### src/rtl/fetch_pc_unit.sv
// -----------------------------------------------------------------------------
// fetch_pc_unit
//
// Fetch-stage PC register and instruction-bus requester. It holds the
// architectural fetch PC and issues one bus request per PC. The request
// address stays stable until the memory returns data. The fetched
// instruction is presented to the IF/ID boundary with a valid/ready
// handshake. The block consumes pc_nxt from the next-PC mux and supplies
// out_pcplus4 back to it.
//
// Ports:
//   clk            in   1   rising-edge clock
//   reset          in   1   asynchronous active-high reset
//   pc_nxt         in  64   next PC; sampled on redirect or HOLD handshake
//   redirect       in   1   flush fetch state and load pc_nxt
//   ireq_valid     out  1   instruction-bus request valid
//   ireq_addr      out 64   instruction-bus request address
//   iresp_data_ok  in   1   response pulse for the outstanding request
//   iresp_data     in  32   instruction word, valid with iresp_data_ok
//   out_valid      out  1   instruction valid toward decode
//   out_ready      in   1   decode accepts this cycle
//   out_pc         out 64   PC of presented instruction
//   out_instr      out 32   presented instruction word
//   out_pcplus4    out 64   out_pc + 4 (mod 2^64)
//   out_exc        out  1   instruction-address-misaligned flag
//
// Optional feature macro: FETCH_MISALIGN_CHECK_EN
//   When defined, a misaligned fetch address is not requested on the bus.
//   The unit goes straight to HOLD, presenting a NOP with out_exc set.
//   When undefined, out_exc is tied 0 and every address is requested as-is.
// -----------------------------------------------------------------------------
module fetch_pc_unit #(
   parameter logic [63:0] RESET_PC = 64'h0000_0000_8000_0000
) (
   input  logic        clk,
   input  logic        reset,
   input  logic [63:0] pc_nxt,
   input  logic        redirect,
   output logic        ireq_valid,
   output logic [63:0] ireq_addr,
   input  logic        iresp_data_ok,
   input  logic [31:0] iresp_data,
   output logic        out_valid,
   input  logic        out_ready,
   output logic [63:0] out_pc,
   output logic [31:0] out_instr,
   output logic [63:0] out_pcplus4,
   output logic        out_exc
);

   typedef enum logic [1:0] {
      IDLE  = 2'd0,
      FETCH = 2'd1,
      HOLD  = 2'd2,
      DROP  = 2'd3
   } state_e;

   state_e      state_q, state_d;
   logic [63:0] pc_q, pc_d;
   logic [63:0] req_addr_q, req_addr_d;
   logic [31:0] instr_q, instr_d;

   // A "launch" loads a new request address. Every path that starts a new
   // request goes through it, so the optional misalignment check lives in
   // one place.
   logic        launch;
   logic [63:0] launch_addr;

`ifdef FETCH_MISALIGN_CHECK_EN
   logic exc_q, exc_d;
`endif

   always_comb begin
      state_d     = state_q;
      pc_d        = pc_q;
      req_addr_d  = req_addr_q;
      instr_d     = instr_q;
      launch      = 1'b0;
      launch_addr = pc_q;
`ifdef FETCH_MISALIGN_CHECK_EN
      exc_d       = exc_q;
`endif

      unique case (state_q)
         IDLE: begin
            launch = 1'b1;
            if (redirect) begin
               pc_d        = pc_nxt;
               launch_addr = pc_nxt;
            end
         end

         FETCH: begin
            if (iresp_data_ok) begin
               if (redirect) begin
                  pc_d        = pc_nxt;
                  launch      = 1'b1;
                  launch_addr = pc_nxt;
               end else begin
                  instr_d = iresp_data;
                  state_d = HOLD;
               end
            end else if (redirect) begin
               // The old request stays on the bus until it completes.
               pc_d    = pc_nxt;
               state_d = DROP;
            end
         end

         DROP: begin
            if (redirect) begin
               pc_d = pc_nxt;
            end
            if (iresp_data_ok) begin
               // Stale data is discarded. Refetch from the newest PC,
               // including a redirect that arrives in this same cycle.
               launch      = 1'b1;
               launch_addr = redirect ? pc_nxt : pc_q;
            end
         end

         HOLD: begin
            if (redirect || out_ready) begin
               pc_d        = pc_nxt;
               launch      = 1'b1;
               launch_addr = pc_nxt;
`ifdef FETCH_MISALIGN_CHECK_EN
               exc_d       = 1'b0;
`endif
            end
         end

         default: state_d = IDLE;
      endcase

      if (launch) begin
         req_addr_d = launch_addr;
`ifdef FETCH_MISALIGN_CHECK_EN
         if (launch_addr[1:0] != 2'b00) begin
            state_d = HOLD;
            instr_d = 32'h0000_0013;
            exc_d   = 1'b1;
         end else begin
            state_d = FETCH;
         end
`else
         state_d = FETCH;
`endif
      end
   end

   always_ff @(posedge clk or posedge reset) begin
      if (reset) begin
         state_q    <= IDLE;
         pc_q       <= RESET_PC;
         req_addr_q <= RESET_PC;
         instr_q    <= '0;
      end else begin
         state_q    <= state_d;
         pc_q       <= pc_d;
         req_addr_q <= req_addr_d;
         instr_q    <= instr_d;
      end
   end

`ifdef FETCH_MISALIGN_CHECK_EN
   always_ff @(posedge clk or posedge reset) begin
      if (reset) begin
         exc_q <= 1'b0;
      end else begin
         exc_q <= exc_d;
      end
   end

   assign out_exc = exc_q;
`else
   assign out_exc = 1'b0;
`endif

   assign ireq_valid  = (state_q == FETCH) || (state_q == DROP);
   assign ireq_addr   = req_addr_q;
   assign out_valid   = (state_q == HOLD);
   assign out_pc      = req_addr_q;
   assign out_instr   = instr_q;
   assign out_pcplus4 = req_addr_q + 64'd4;

endmodule
### config.mk
export PLATFORM = sky130hd
export DESIGN_NAME = fetch_pc_unit
export DESIGN_NICKNAME = d
export VERILOG_FILES = /design/src/rtl/fetch_pc_unit.sv
export SDC_FILE = /design/constraint.sdc
export NUM_CORES = 1
export LEC_CHECK = 0
export CAP_MARGIN = 10
export CORE_MARGIN = 1
export CORE_UTILIZATION = 47
export CTS_CLUSTER_SIZE = 25
export DETAILED_ROUTE_END_ITERATION = 8
export PLACE_DENSITY = 0.8
export SLEW_MARGIN = 10
export SYNTH_ARGS = -nofsm -noshare
export SYNTH_HDL_FRONTEND = slang
export SYNTH_SLANG_ARGS = --single-unit
### constraint.sdc
create_clock -name clk -period 7 [get_ports clk]
set_input_delay 1.4 -clock clk [delete_from_list [all_inputs] [get_ports clk]]
set_output_delay 1.4 -clock clk [all_outputs]
set_load 0.02 [all_outputs]
==> results of run 1 <==
==> layout make-up <==
class                           count  area [sq um]
Antenna cell                        1         2.502
Clock buffer                       18         439.2
Clock inverter                     14         132.6
Fill cell                        1710          7010
Inverter                           12         50.05
Multi-Input combinational cell    685          5051
Sequential cell                   162          4058
Tap cell                          270         337.8
Timing Repair Buffer              338          3348
==> worst min path at each step <==
stage	from	end	slack, ps	cells past startpoint
floorplan	pc_q[33]	pc_q[33]	480	1
global placement	pc_q[56]	pc_q[56]	490	1
detailed placement	pc_q[33]	pc_q[33]	490	1
CTS	pc_q[47]	pc_q[47]	510	1
global route	pc_q[46]	pc_q[46]	520	1
finish	pc_q[56]	pc_q[56]	510	1
==> stage by stage <==
stage	util	hold slack [ps]	cells	area, sq um
floorplan	-	478.7	990	9882
global placement	0.6287	486.6	1467	12840
detailed placement	0.6287	491.5	1467	12840
CTS	0.6567	507.4	1499	13420
global route	0.6568	520.0	1500	13420
finish	0.6568	508.6	1500	13420
==> layout by cell type (no fill, tap or decap), drive strengths merged, types with 41 or more instances in the layout <==
| master | count |
|---|---|
| nand2b | 43 |
| o22ai | 42 |
| dfrtp | 160 |
| a21oi | 98 |
| xnor2 | 41 |
| o22a | 42 |
| nor2 | 76 |
| clkdlybuf4s50 | 325 |
| mux2 | 93 |
| mux2i | 87 |
==> cell families after synthesis <==
logic type               synth area share
other                           0.0003795
buffers and inverters             0.08268
AND/OR/NAND/NOR                    0.1226
XOR/XNOR                          0.05318
flip-flops                         0.4105
multiplexers                       0.1941
adder cells (fa/ha/maj)          0.001266
AO/OA/AOI/OAI                      0.1354
==> flip-flops by register name, summed over array words and instances (netlist names) <==
register	count
ireq_addr	64
state_q	2
out_instr	32
pc_q	64
==> worst reg2reg max path: cells and delay by family (launching register included) <==
kind,cells,cell delay [ps]
muxes,1,440
and+or+nand+nor,1,150
AOI/OAI and AO/OA,1,720
buffers and inverters,3,1040
DFF,1,350
==> metal layers <==
metal,vias up,GRT usage,part of all wire
met5,-,0,0
met4,0,0.1000,0.025
met3,51,0.05807,0.070
met2,386,0.4972,0.50
met1,4280,0.3620,0.41
li1,3952,-,-
==> power breakdown <==
group	switching, mW	internal, mW
Clock	0.413	0.505
Combinational	0.980	0.908
Sequential	0.258	1.13
Total	1.65	2.54
==> flow_summary.ini, run 1 <==
[synth]
syn_nets = 1092
synthTopCellsByArea = dfrtp_1 41%, mux2_2 11%, mux2i_1 8.8%, buf_4 5.1%, a21oi_1 5.0%
yosysSeqAreaShare = 0.4105
syn_area_per_cell_sq_um = 9.982
ys_warn_count = 0
syn_inst = 990
synth_edf_count = 0
synthFlopType = dfrtp_1
synth_async_sr_flop_share = 1.000
post_synth_instance_area_sq_um = 9882
ys_top_cells_by_count = 160 x dfrtp_1, 98 x a21oi_1, 93 x mux2_2
synth.most_common_cell = dfrtp_1
ys_seq_elements = 162
synth_top_cell_by_area = dfrtp_1
ys_types = 42
synth_top_cell_area_share = 0.4052

[clocking]
cts_buffers = 17
clock_path_buffers = 2
cts_tree = done
clkSinkCount = 162
cts_resized = 0
cts_root_buf = clkbuf_16
cts_max_level = 4
post-cts-setup-buffer-count = 0
clk_pin_slew_worst_paths_ps = 70
clk_latency_ps = 430
cts_hold_buffers = 0

[place]
place_ws_ps = 2309
gp_congestion = 0.8922
io_buffers = 326
place_hpwl_um = 21100

[critical_path]
reg2regPathDepth = 6
cp-end-kind = output pin
reg2reg_from = state_q[0]
cp.required_ps = 5600
arrival_ps = 3670
start_kind = register
crit_chain = nand3_1 -> nor3_1 -> nand4_2 -> nor4_2 -> xor2_1 -> clkdlybuf4s50_1
crit_path_end = out_pcplus4[63]
r2r_slack_ps = 4180
path_buf_inv = 1
worstSetupPathType = reg2out
cp-startpoint = ireq_addr[2]
cp_max_fo = 7
crit_path_top_delay_cell = nor3_1
cpPeakStageDelay_ps = 710
cp_top_family = simple AND/OR/NAND/NOR gates
r2r-end = pc_q[51]
crit_cells = 6

[drt]
totalWireLength_um = 31180
vias_per_cell = 5.779
drtIter0Drc = 554
wl_per_cell_um = 20.79
ant_nets = 0
dr_total_vias = 8669
first_pass_iters = 5
remaining_drc_errors = 0

[global_route]
overflow = 0
grt_pass1_vias = 8605
grt_max_degree = 66
track_usage = 0.2893
grt_pass1_wl_um = 48390
antenna_found_initial = 1

[floorplanning]
die_y_um = 147
design.core.area_sq_um = 20430
die_w_um = 147
dieArea_sq_um = 21610
io_pins = 328
initial_core_util = 0.4837
rows = 52

[outcome]
outcome = finished clean

[timing]
clock_skew_ps = 8.164
hold_viol = 0
period_needed_ps = 5073
finalSetupTns_ps = 0
setup_ws_ps = 1927
rsz0062_at_grt = no
fmax_mhz = 197.1
worstMarginPinSlew_ps = 1084
finalMaxSlewViolations = 0
slew-limit-headroom = 0.2776
finalSetupViolations = 0
post-route-period-util = 0.7247

[pwr]
p_leak_nw = 5.274
power_mw = 4.191
ir_worst_vdd_mv = 0.1689
cellPowerDensity_nw_per_um2 = 312.3

[worst_hold_path]
hold_path.class = reg2reg

[run]
drv_cap = 0

[layout]
syn_to_final_growth_pct = 35.79
fin_nets = 1318
layout-drive-gt1-share = 0.1351
(Power assumes the default switching activity.)
==> run 2: changes to the inputs <==
--- a/config.mk
+++ b/config.mk
@@ -7,10 +7,10 @@
 export LEC_CHECK = 0
 export CAP_MARGIN = 10
 export CORE_MARGIN = 1
-export CORE_UTILIZATION = 47
+export CORE_UTILIZATION = 42
 export CTS_CLUSTER_SIZE = 25
 export DETAILED_ROUTE_END_ITERATION = 8
-export PLACE_DENSITY = 0.8
+export PLACE_DENSITY = 0.75
 export SLEW_MARGIN = 10
 export SYNTH_ARGS = -nofsm -noshare
 export SYNTH_HDL_FRONTEND = slang
==> constraint.sdc (replaced) <==
create_clock -name clk -period 4.3 [get_ports clk]
set_input_delay 0.86 -clock clk [delete_from_list [all_inputs] [get_ports clk]]
set_output_delay 0.86 -clock clk [all_outputs]
set_load 0.02 [all_outputs]
==> run 2 against run 1 <==
  * Non-clock buffer count grew 19
  * Die area grew 12%
  * Sequential power increased by 60%
  * Sequential share of layout area shrank 0.52 points
  * Clock-buffer cell count unchanged
  * Via count grew 0.95%
  * Clock power is 57% higher
  * Cell area grew 1.7%
  * Hold slack worse by 2.5 ps
  * Highest routed layer unchanged
  * Routed wire length grew 3.7%
==> flow_summary.ini, run 2 (synthesis results as in run 1) <==
[drt]
vias_per_cell = 5.610
wl_per_cell_um = 20.72
dr_total_vias = 8751
totalWireLength_um = 32320
remaining_drc_errors = 0
drtIter0Drc = 469
first_pass_iters = 4
ant_nets = 0

[critical_path]
arrival_ps = 3220
cp-startpoint = ireq_addr[32]
cp_max_fo = 8
path_buf_inv = 1
crit_chain = nand4_1 -> nor4_4 -> nand4_2 -> nor4_2 -> xor2_1 -> clkdlybuf4s50_1
crit_path_top_delay_cell = clkdlybuf4s50_1
cp-end-kind = output pin
cpPeakStageDelay_ps = 690
reg2reg_from = state_q[0]
worstSetupPathType = reg2out
start_kind = register
cp.required_ps = 3440
cp_top_family = simple AND/OR/NAND/NOR gates

[timing]
finalMaxSlewViolations = 0
finalSetupViolations = 0
fmax_mhz = 245.0
worstMarginPinSlew_ps = 1033
post-route-period-util = 0.9491
hold_viol = 0
period_needed_ps = 4081
finalSetupTns_ps = 0
setup_ws_ps = 218.7
rsz0062_at_grt = no
clock_skew_ps = 8.191
slew-limit-headroom = 0.3111

[worst_hold_path]
min_from = pc_q[38]
hold_path.class = reg2reg

[clocking]
clock_path_buffers = 2
cts_root_buf = clkbuf_16
clk_latency_ps = 430
clkSinkCount = 162
clk_pin_slew_worst_paths_ps = 70
cts_tree = done
cts_max_level = 4
cts_hold_buffers = 0
cts_buffers = 17

[floorplanning]
die_y_um = 155.4
io_pins = 328
rows = 55
design.core.area_sq_um = 22850
die_w_um = 155.4
dieArea_sq_um = 24150
initial_core_util = 0.4325

[pwr]
ir_worst_vdd_mv = 0.2875
p_leak_nw = 5.365
cellPowerDensity_nw_per_um2 = 498.7

[layout]
antennaDiodeCount = 0
fin_nets = 1337
n_fill_cell = 2010
final_cell_mix = 325 x clkdlybuf4s50_1, 159 x dfrtp_1, 97 x a21oi_1
layout-drive-gt1-share = 0.1492
final_common_cell = clkdlybuf4s50_1
syn_to_final_growth_pct = 38.16

[place]
place_ws_ps = 438.5
io_buffers = 326
gp_congestion = 0.8532
place_hpwl_um = 22460

[global_route]
grt_pass1_vias = 8545
grt_pass1_wl_um = 49670
antenna_found_initial = 0
overflow = 0
grt_max_degree = 56
track_usage = 0.2701

[outcome]
outcome = finished clean

[run]
drv_cap = 0
==> run 2: final cells by class <==
type / count / area (sq um) / area share
Clock buffer: 18 / 439.2 / 0.03217
Clock inverter: 13 / 103.9 / 0.007606
Inverter: 12 / 48.80 / 0.003574
Multi-Input combinational cell: 685 / 5071 / 0.3714
Sequential cell: 162 / 4058 / 0.2972
Tap cell: 313 / 391.6 / 0.02868
Timing Repair Buffer: 357 / 3541 / 0.2593
==> run 2: final timing paths <==
kind | to | slack (ps) | depth (start not counted)
max in group asynchronous | ireq_addr[31] | 2510 | 3
min | pc_q[38] | 510 | 1
max | out_pcplus4[63] | 220 | 6
min in group asynchronous | out_instr[24] | 960 | 2
max reg2reg | ireq_addr[44] | 1620 | 8
min reg2reg | pc_q[38] | 510 | 1
==> run 2: through the flow <==
stage	instance area [sq um]	power (mW)	hold WS (ps)	cells	util
3_3_place_gp	13070	5.354	485.2	1526	0.5720
4_1_cts	13620	6.842	507.2	1557	0.5959
6_report	13650	6.809	506.1	1560	0.5976
3_5_place_dp	13070	5.390	491.5	1526	0.5720
2_1_floorplan	9886	3.969	478.7	990	-
5_1_grt	13650	7.132	521.1	1560	0.5976
==> run 2: per-layer routing <==
layer / GRT usage / share of wire
met1: 0.3336 / 0.41
met2: 0.4704 / 0.50
met3: 0.05905 / 0.072
met4: 0.08077 / 0.020
met5: 0 / 0
==> run 2: timing repair <==
action | 4_1_cts | 5_1_grt
resized for setup | 1 | 2
setup buffers | 0 | 3
endpoints found under the setup margin | 1 | 5
pin swaps | 0 | 1
hold endpoints to repair | 0 | 0
==> run 2: report_power, final <==
part,switching (mW),total (mW),internal (mW)
registers,0.381,2.22,1.84
clock network,0.678,1.44,0.761
logic,1.65,3.15,1.51
total,2.71,6.81,4.10
